**src/rtl/sipo_frame_ctrl_if.sv**
```systemverilog
// Downstream word handshake between sipo_frame_ctrl and its consumer.
interface sipo_frame_ctrl_if #(
    parameter int unsigned WIDTH = 16
);
    logic [WIDTH-1:0] out_data;
    logic             out_valid;
    logic             out_ready;

    // Word producer side
    modport master (output out_data, output out_valid, input out_ready);
    // Word consumer side
    modport slave  (input out_data, input out_valid, output out_ready);
endinterface

```
**src/rtl/sipo_frame_ctrl.sv**
```systemverilog
// Sequencer for an external WIDTH-bit serial-to-parallel shift register.
// Frames the serial stream on sync, drives the SIPO shift/clear, captures
// each finished word and hands it downstream over valid/ready.
// Optional build macro SIPO_PARITY_EN: adds an even-parity bit after each
// word (bit_in/parity_err ports, PARITY state).
module sipo_frame_ctrl #(
    parameter int unsigned WIDTH      = 16,
    parameter bit          CONTINUOUS = 1'b1
) (
    input  logic              clk,
    input  logic              reset,
    input  logic              sync,
    input  logic              bit_valid,
`ifdef SIPO_PARITY_EN
    input  logic              bit_in,
    output logic              parity_err,
`endif
    input  logic [WIDTH-1:0]  sr_q,
    output logic              sr_shift,
    output logic              sr_clear,
    sipo_frame_ctrl_if.master dn,
    output logic              overrun,
    input  logic              ovr_clr,
    output logic              busy
);
    localparam int unsigned CW = $clog2(WIDTH + 1);

`ifdef SIPO_PARITY_EN
    typedef enum logic [1:0] {IDLE, SHIFT, CAPTURE, PARITY} state_t;
`else
    typedef enum logic [1:0] {IDLE, SHIFT, CAPTURE} state_t;
`endif

    state_t        state;
    logic [CW-1:0] count;

    // Shift only qualified bits while framing; the sync-cycle bit is dropped
    assign sr_shift = (state == SHIFT) && bit_valid && !sync;
    assign busy     = (state != IDLE);

    // Framing FSM with registered word, handshake and sticky error flags
    always_ff @(posedge clk or negedge reset) begin
        if (!reset) begin
            state        <= IDLE;
            count        <= '0;
            sr_clear     <= 1'b0;
            dn.out_data  <= '0;
            dn.out_valid <= 1'b0;
            overrun      <= 1'b0;
`ifdef SIPO_PARITY_EN
            parity_err   <= 1'b0;
`endif
        end else begin
            sr_clear <= 1'b0;
            if (dn.out_valid && dn.out_ready) begin
                dn.out_valid <= 1'b0;
            end
            if (ovr_clr) begin
                overrun    <= 1'b0;
`ifdef SIPO_PARITY_EN
                parity_err <= 1'b0;
`endif
            end
            case (state)
                IDLE: begin
                    if (sync) begin
                        state    <= SHIFT;
                        count    <= '0;
                        sr_clear <= 1'b1;
                    end
                end
                SHIFT: begin
                    if (sync) begin
                        count    <= '0;
                        sr_clear <= 1'b1;
                    end else if (bit_valid) begin
                        if (count == CW'(WIDTH - 1)) begin
                            count <= '0;
`ifdef SIPO_PARITY_EN
                            state <= PARITY;
`else
                            state <= CAPTURE;
`endif
                        end else begin
                            count <= count + CW'(1);
                        end
                    end
                end
`ifdef SIPO_PARITY_EN
                PARITY: begin
                    if (sync) begin
                        state    <= SHIFT;
                        count    <= '0;
                        sr_clear <= 1'b1;
                    end else if (bit_valid) begin
                        if (^{sr_q, bit_in}) begin
                            parity_err <= 1'b1;
                            state      <= CONTINUOUS ? SHIFT : IDLE;
                        end else begin
                            state <= CAPTURE;
                        end
                    end
                end
`endif
                CAPTURE: begin
                    // Reload when the holding register is free or being emptied now
                    if (!dn.out_valid || dn.out_ready) begin
                        dn.out_data  <= sr_q;
                        dn.out_valid <= 1'b1;
                    end else begin
                        overrun <= 1'b1;
                    end
                    count <= '0;
                    if (sync) begin
                        state    <= SHIFT;
                        sr_clear <= 1'b1;
                    end else begin
                        state <= CONTINUOUS ? SHIFT : IDLE;
                    end
                end
                default: begin
                    state <= IDLE;
                    count <= '0;
                end
            endcase
        end
    end
endmodule

```
**src/flat_wrapper.sv**
```systemverilog
// flat-port wrapper written by rule: the top's interface ports become plain ports
module sipo_frame_ctrl_flat 
#(
    parameter int unsigned WIDTH      = 16,
    parameter bit          CONTINUOUS = 1'b1
)
  (clk, reset, sync, bit_valid, sr_q, sr_shift, sr_clear, overrun, ovr_clr, busy, dn_out_data, dn_out_valid, dn_out_ready);
  sipo_frame_ctrl_if #(.WIDTH(WIDTH)) dn_i ();
  input  logic clk;
  input  logic reset;
  input  logic sync;
  input  logic bit_valid;
  input  logic [WIDTH-1:0] sr_q;
  output logic sr_shift;
  output logic sr_clear;
  output logic overrun;
  input  logic ovr_clr;
  output logic busy;
  output wire logic [$bits(dn_i.out_data)-1:0] dn_out_data;
  output wire logic [$bits(dn_i.out_valid)-1:0] dn_out_valid;
  input wire logic [$bits(dn_i.out_ready)-1:0] dn_out_ready;
  assign dn_out_data = dn_i.out_data;
  assign dn_out_valid = dn_i.out_valid;
  assign dn_i.out_ready = dn_out_ready;
  sipo_frame_ctrl #(.WIDTH(WIDTH), .CONTINUOUS(CONTINUOUS)) u_core (.clk(clk), .reset(reset), .sync(sync), .bit_valid(bit_valid), .sr_q(sr_q), .sr_shift(sr_shift), .sr_clear(sr_clear), .dn(dn_i), .overrun(overrun), .ovr_clr(ovr_clr), .busy(busy));
endmodule
```
**config.mk**
```make
export PLATFORM = sky130hd
export DESIGN_NAME = sipo_frame_ctrl_flat
export DESIGN_NICKNAME = d
export VERILOG_FILES = /design/src/rtl/sipo_frame_ctrl_if.sv /design/src/rtl/sipo_frame_ctrl.sv /design/src/flat_wrapper.sv
export SDC_FILE = /design/constraint.sdc
export NUM_CORES = 1
export LEC_CHECK = 0
export BUFFER_PORTS_ARGS = -buffer_cell sky130_fd_sc_hd__buf_2
export CAP_MARGIN = 40
export CORE_MARGIN = 8
export CORE_UTILIZATION = 47
export DETAILED_ROUTE_END_ITERATION = 8
export GPL_TIMING_DRIVEN = 1
export PLACE_DENSITY = 0.77
export RECOVER_POWER = 50
export SYNTH_ARGS = -nofsm -noshare
export SYNTH_HDL_FRONTEND = slang
export SYNTH_SLANG_ARGS = --single-unit
```
**constraint.sdc**
```tcl
create_clock -name clk -period 1.51 [get_ports clk]
set_input_delay 0 -clock clk [delete_from_list [all_inputs] [get_ports clk]]
set_output_delay 0 -clock clk [all_outputs]
set_load 0.05 [all_outputs]
```
==> out/results.ini, run 1 <==
[routing]
vias_per_cell=4.825
drt_first_pass_iters=4
wirelength_um=2660
wl_per_cell_um=15.03
ant_nets=0
drtIter0Drc=19
via_count=854
drc_errors=0

[yosys]
yosys_most_used_dff=dfrtp_1
syn_inst=81
synth.most_common_cell=dfrtp_1
yosysTopAreaCellShare_pct=58.30
ys_types=27
synth.ff_latch_count=26
ys_seq_area_share_pct=58.30
syn_avg_cell_area_um2=13.78
synth-edff-count=0
ys_top_cells_by_count=dfrtp_1 (26), mux2_4 (10), mux2_2 (6), nand2_1 (6), nand3_1 (5)
syn_nets=104
synthTopCellsByArea=dfrtp_1 (58%), mux2_4 (13%), mux2_2 (6.1%), nand3_1 (2.2%), nand2_1 (2.0%)
synth_area_leader_cell=dfrtp_1
netlist_area_um2=1116
synth_async_sr_flop_share_pct=100.0
yosys_warnings=0

[power_and_ir_drop]
clkPwrFrac_pct=31.8
switching_share_pct=24.69
peakVddDrop_uv=713.7
p_int_mw=1.095
pwr-share-seq_pct=50.8
power_switching_uw=359.1
power_frac_comb_pct=17.4
total_power_mw=1.454
p_leak_nw=0.7641
powerDensity_nw_per_um2=895.5

[placed_design]
placedCellCount=151
port_buffers=42
hpwl_um=1792
place.gp.congestion=0.6909

[floorplan]
coreArea_um2=2233
die_h_um=64.73
fp.dieW_um=64.73
initial_utilization_pct=49.97
io_pins=43
dieArea_um2=4190
row_count=17

[cells_and_area]
syn_to_final_growth_pct=45.52
num_antenna_cells=0
fin_cells=177
multi_input_area_um2=420.4
seq_area_um2=651.9
drive_gt1_share_pct=43.62
fill_cells=153
nNetsFinal=173

[worst_setup_path]
cp.arrival_ns=1.64
endpoint_kind=flop
worstSetupPathType=reg -> reg
cp_cell_sequence=nand2b_1 -> nor2b_2 -> buf_12 -> mux2_2
r2r_end=u_core.dn.out_data[1]
slowest_stage=dfrtp_1
path_max_fanout=16
slowest_delay_ns=0.40
r2r_slack_ns=0.09
startpoint=u_core.state[0]
cp-endpoint=u_core.dn.out_data[1]
crit_path_start_kind=flop
worstPathRequired_ns=1.72
worst-r2r-cell-count=4
reg2reg_from=u_core.state[0]

[min_path]
hold_path.class=in -> async

[global_route]
antenna_found_initial=0
grt_use_total_pct=13.45
grt_pass1_vias=933
grt.overflow.total=0
grt_first_pass_wirelength_um=4478
grt_max_degree=27

[timing]
hold_ws_ns=0.2054
worst_slew_pin_slew_ns=0.6166
max_freq_mhz=701.9
fin_crit_ns=1.425
hold_violations=0
rsz0062_at_grt=false
slew_viol_final=0
fin_crit_sh_pct=94.35
fin_skew_ns=0.003264
fin_setup_tns_ns=0
relSlewSlack_pct=59.07
setup_viol=0

[flow_run]
maxCapViolCount=0

[clocking]
htreeDepth=1
tritoncts.num_buffers=3
clock_sinks=26
path_clk_slew_ns=0.13
cts_tree=built
cts-root-buf=clkbuf_4
clkLatencyLatePin_ns=0.31
clockBufferDepth=2

[outcome]
outcome=complete, no violations

==> per-layer routing <==
| layer | track usage, % | part of all wire, % | wire [um] |
|---|---|---|---|
| met2 | 25.22 | 52 | 1390 |
| met1 | 14.05 | 39 | 1046 |
| met4 | 3.815 | 1.2 | 31 |
| met5 | 0 | 0 | 0 |
| met3 | 4.124 | 7.2 | 191 |
==> state kept, by name, summed over array words and instances (netlist names) <==
name                 cells
u_core.dn.out_valid      1
u_core.count             5
u_core.overrun           1
u_core.dn.out_data      16
u_core.sr_clear          1
u_core.state             2
==> power by group through the flow <==
stage | registers [mW] | clock network (mW) | logic [mW]
2_1_floorplan | 0.834 | 0 | 0.0488
3_3_place_gp | 0.748 | 0 | 0.204
3_5_place_dp | 0.751 | 0 | 0.208
4_1_cts | 0.738 | 0.471 | 0.251
5_1_grt | 0.741 | 0.491 | 0.271
6_report | 0.738 | 0.463 | 0.253
==> repair_timing <==
item | in CTS | in global routing
hold endpoints to repair | 47 | 0
hold buffers | 21 | 0
setup buffers | 0 | 1
endpoints found under the setup margin | 1 | 2
resized for setup | 1 | 2
==> layout by cell type (no fill, tap or decap), drive strengths merged, types with 2 or more instances in the layout <==
cell         count
dlygate4sd3     21
nand3            5
nand2            6
nor2             3
nor2b            2
dfrtp           26
buf             38
a21oi            2
clkbuf          11
mux2            16
nand2b           3
inv              2
or2              2
==> metrics by stage <==
stage / cell area (um^2) / utilization (%) / worst slack, ns
after floorplan: 1120 / - / 0.05288
after global placement: 1365 / 61.12 / 0.1892
after detailed placement: 1365 / 61.12 / 0.1082
after CTS: 1630 / 73.00 / 0.001283
after global routing: 1624 / 72.72 / 0.01577
final: 1624 / 72.72 / 0.08529
==> cell type report <==
type	count	area share, %
sequential	26	40.14
timing repair buffer	67	28.12
multi-input combinational	50	25.89
tap	28	2.157
clock inverter	1	1.849
clock buffer	3	1.387
inverter	2	0.4622
==> kinds of logic (layout without fill, tap and decap cells) <==
kind of cell / Yosys count / after routing / synth area share (%)
DFF: 26 / 26 / 58.30
xor gates and xnor gates: 1 / 1 / 0.7849
and+or+nand+nor: 26 / 26 / 13.34
adders and majority gates: 1 / 1 / 1.121
AOI/OAI and AO/OA: 6 / 6 / 3.140
buffers and inverters: 5 / 73 / 3.812
muxes: 16 / 16 / 19.51
==> worst max-delay path: cells and delay by family, from the launching register on <==
family        cells  cell delay [ns]
buf+inv           1             0.18
flops             1             0.40
mux               1             0.35
simple gates      2             0.38
==> worst min-delay path by stage <==
stage           from                     end  depth (start not counted)
2_1_floorplan  reset         u_core.count[0]                          0
3_3_place_gp   reset   u_core.dn.out_data[5]                          1
3_5_place_dp   reset   u_core.dn.out_data[5]                          1
4_1_cts        reset  u_core.dn.out_data[13]                          2
5_1_grt        reset  u_core.dn.out_data[13]                          2
6_report       reset  u_core.dn.out_data[13]                          2
Note: power is estimated with default switching activity, not from simulation.
==> inputs of run 2 (changes only) <==
--- a/config.mk
+++ b/config.mk
@@ -7,8 +7,8 @@
 export LEC_CHECK = 0
 export BUFFER_PORTS_ARGS = -buffer_cell sky130_fd_sc_hd__buf_2
 export CAP_MARGIN = 40
-export CORE_MARGIN = 8
 export CORE_UTILIZATION = 47
+export CTS_CLUSTER_SIZE = 28
 export DETAILED_ROUTE_END_ITERATION = 8
 export GPL_TIMING_DRIVEN = 1
 export PLACE_DENSITY = 0.77
==> out/results.ini, run 2 (synthesized netlist as in run 1, its figures left out) <==
[worst_setup_path]
worstSetupPathType=reg -> reg
path_max_fanout=4
cp.arrival_ns=1.68
startpoint=u_core.count[0]
reg2reg_from=u_core.count[0]
crit_path_start_kind=flop
worstPathRequired_ns=1.76
endpoint_kind=flop

[cells_and_area]
top_register=u_core.dn.out_data
num_antenna_cells=0
layout_commonest_cell=buf_2
drive_gt1_share_pct=42.95
top_regs=u_core.dn.out_data: 16 flops, u_core.count: 5 flops, u_core.state: 2 flops
fin_cells=177
final_cell_mix=buf_2 (32), dfrtp_1 (25), dlygate4sd3_1 (22)
largest_reg_flops=16
fill_cells=148
nNetsFinal=173
syn_to_final_growth_pct=46.30

[routing]
wl_per_cell_um=12.96
wirelength_um=2294
drc_errors=0
ant_nets=0
drtIter0Drc=3
vias_per_cell=4.797
via_count=849
drt_first_pass_iters=2

[power_and_ir_drop]
powerDensity_nw_per_um2=887.3
p_int_mw=1.093
total_power_mw=1.449
switching_share_pct=24.59
p_leak_nw=0.7712
pwr-share-seq_pct=51.0
power_switching_uw=356.3
power_frac_comb_pct=17.0
peakVddDrop_uv=637.0
clkPwrFrac_pct=32.0

[global_route]
met1_usage_pct=23.41
grt_first_pass_wirelength_um=3808
grt_use_total_pct=20.62
antenna_found_initial=0
groute.layer.met3.usage_pct=3.333
grt.overflow.total=0
grt_pass1_vias=878
grt_max_degree=27
busiest_layer=met2
met2_usage_pct=36.22

[timing]
max_freq_mhz=699.9
hold_ws_ns=0.2052
slew_viol_final=0
fin_skew_ns=0.006009
fin_crit_ns=1.429
fin_crit_sh_pct=94.62
setup_viol=0
rsz0062_at_grt=false
hold_violations=0
worst_slew_pin_slew_ns=0.6124
fin_ws_ns=0.08129
relSlewSlack_pct=59.35
fin_setup_tns_ns=0

[floorplan]
row_count=17
initial_utilization_pct=49.97
coreArea_um2=2233
die_h_um=50.73
fp.dieW_um=50.73
dieArea_um2=2574
io_pins=43

[clocking]
cts_setup_buffers=0
clock_sinks=26
cts_tree=built
clkLatencyLatePin_ns=0.31
tritoncts.num_buffers=3
clockBufferDepth=2
path_clk_slew_ns=0.14
cts-root-buf=clkbuf_4
htreeDepth=1

[placed_design]
placedCellCount=151
port_buffers=42
dpl_worst_slack_ns=0.1169
hpwl_um=1365
place.gp.congestion=0.7352

[outcome]
outcome=complete, no violations

[min_path]
hold_path.class=in -> async

[flow_run]
maxCapViolCount=0

-- run 2: stage by stage --
step                      utilization (%)  cell area [um^2]
after floorplan                         -              1120
after global placement              61.12              1365
after detailed placement            61.12              1365
after CTS                           73.45              1640
after global routing                73.11              1633
final                               73.11              1633
-- run 2: worst paths after layout --
check / depth (start not counted) / end / slack [ns]
setup / recovery: 4 / u_core.count[0] / 0.08
hold / removal: 2 / u_core.dn.out_data[9] / 0.21
setup reg to reg: 4 / u_core.count[0] / 0.08
hold reg to reg: 1 / u_core.dn.out_data[2] / 0.52
max in group asynchronous: 2 / u_core.dn.out_valid / 0.87
min in group clk: 3 / u_core.dn.out_data[15] / 0.45
-- run 2: final cells by class --
cell class	count	area, um^2	area share (%)
inverter	2	7.507	0.4598
clock buffer	3	22.52	1.379
multi-input combinational	50	427.9	26.21
clock inverter	1	30.03	1.839
timing repair buffer	67	457.9	28.05
tap	28	35.03	2.146
sequential	26	651.9	39.92
-- run 2: critical path, cell delays in order (launching register included) --
cell      delay (ns)
dfrtp_1         0.43
ha_1            0.23
nand4b_1        0.12
or3b_2          0.45
a21oi_1         0.14
-- run 2: power groups by stage --
stage / clock, mW / combinational (mW) / sequential, mW
global placement: 0 / 0.202 / 0.748
finish: 0.463 / 0.247 / 0.739
CTS: 0.481 / 0.248 / 0.737
floorplan: 0 / 0.0488 / 0.834
detailed placement: 0 / 0.204 / 0.751
global route: 0.510 / 0.264 / 0.743
-- run 2: timing repair --
item / CTS / global route
gates cloned: 0 / 0
pin swaps: 0 / 0
hold buffers: 22 / 0
gates resized for setup: 1 / 2
endpoints found under the hold margin: 47 / 0
endpoints found under the setup margin: 1 / 1
-- run 2: metal layers --
| layer | up-vias | share of wire, % | wire length, um |
|---|---|---|---|
| li1 | 413 | - | - |
| met1 | 393 | 44 | 1003 |
| met2 | 35 | 49 | 1119 |
| met3 | 8 | 4.9 | 112 |
| met4 | 0 | 2.6 | 59 |
| met5 | - | 0 | 0 |
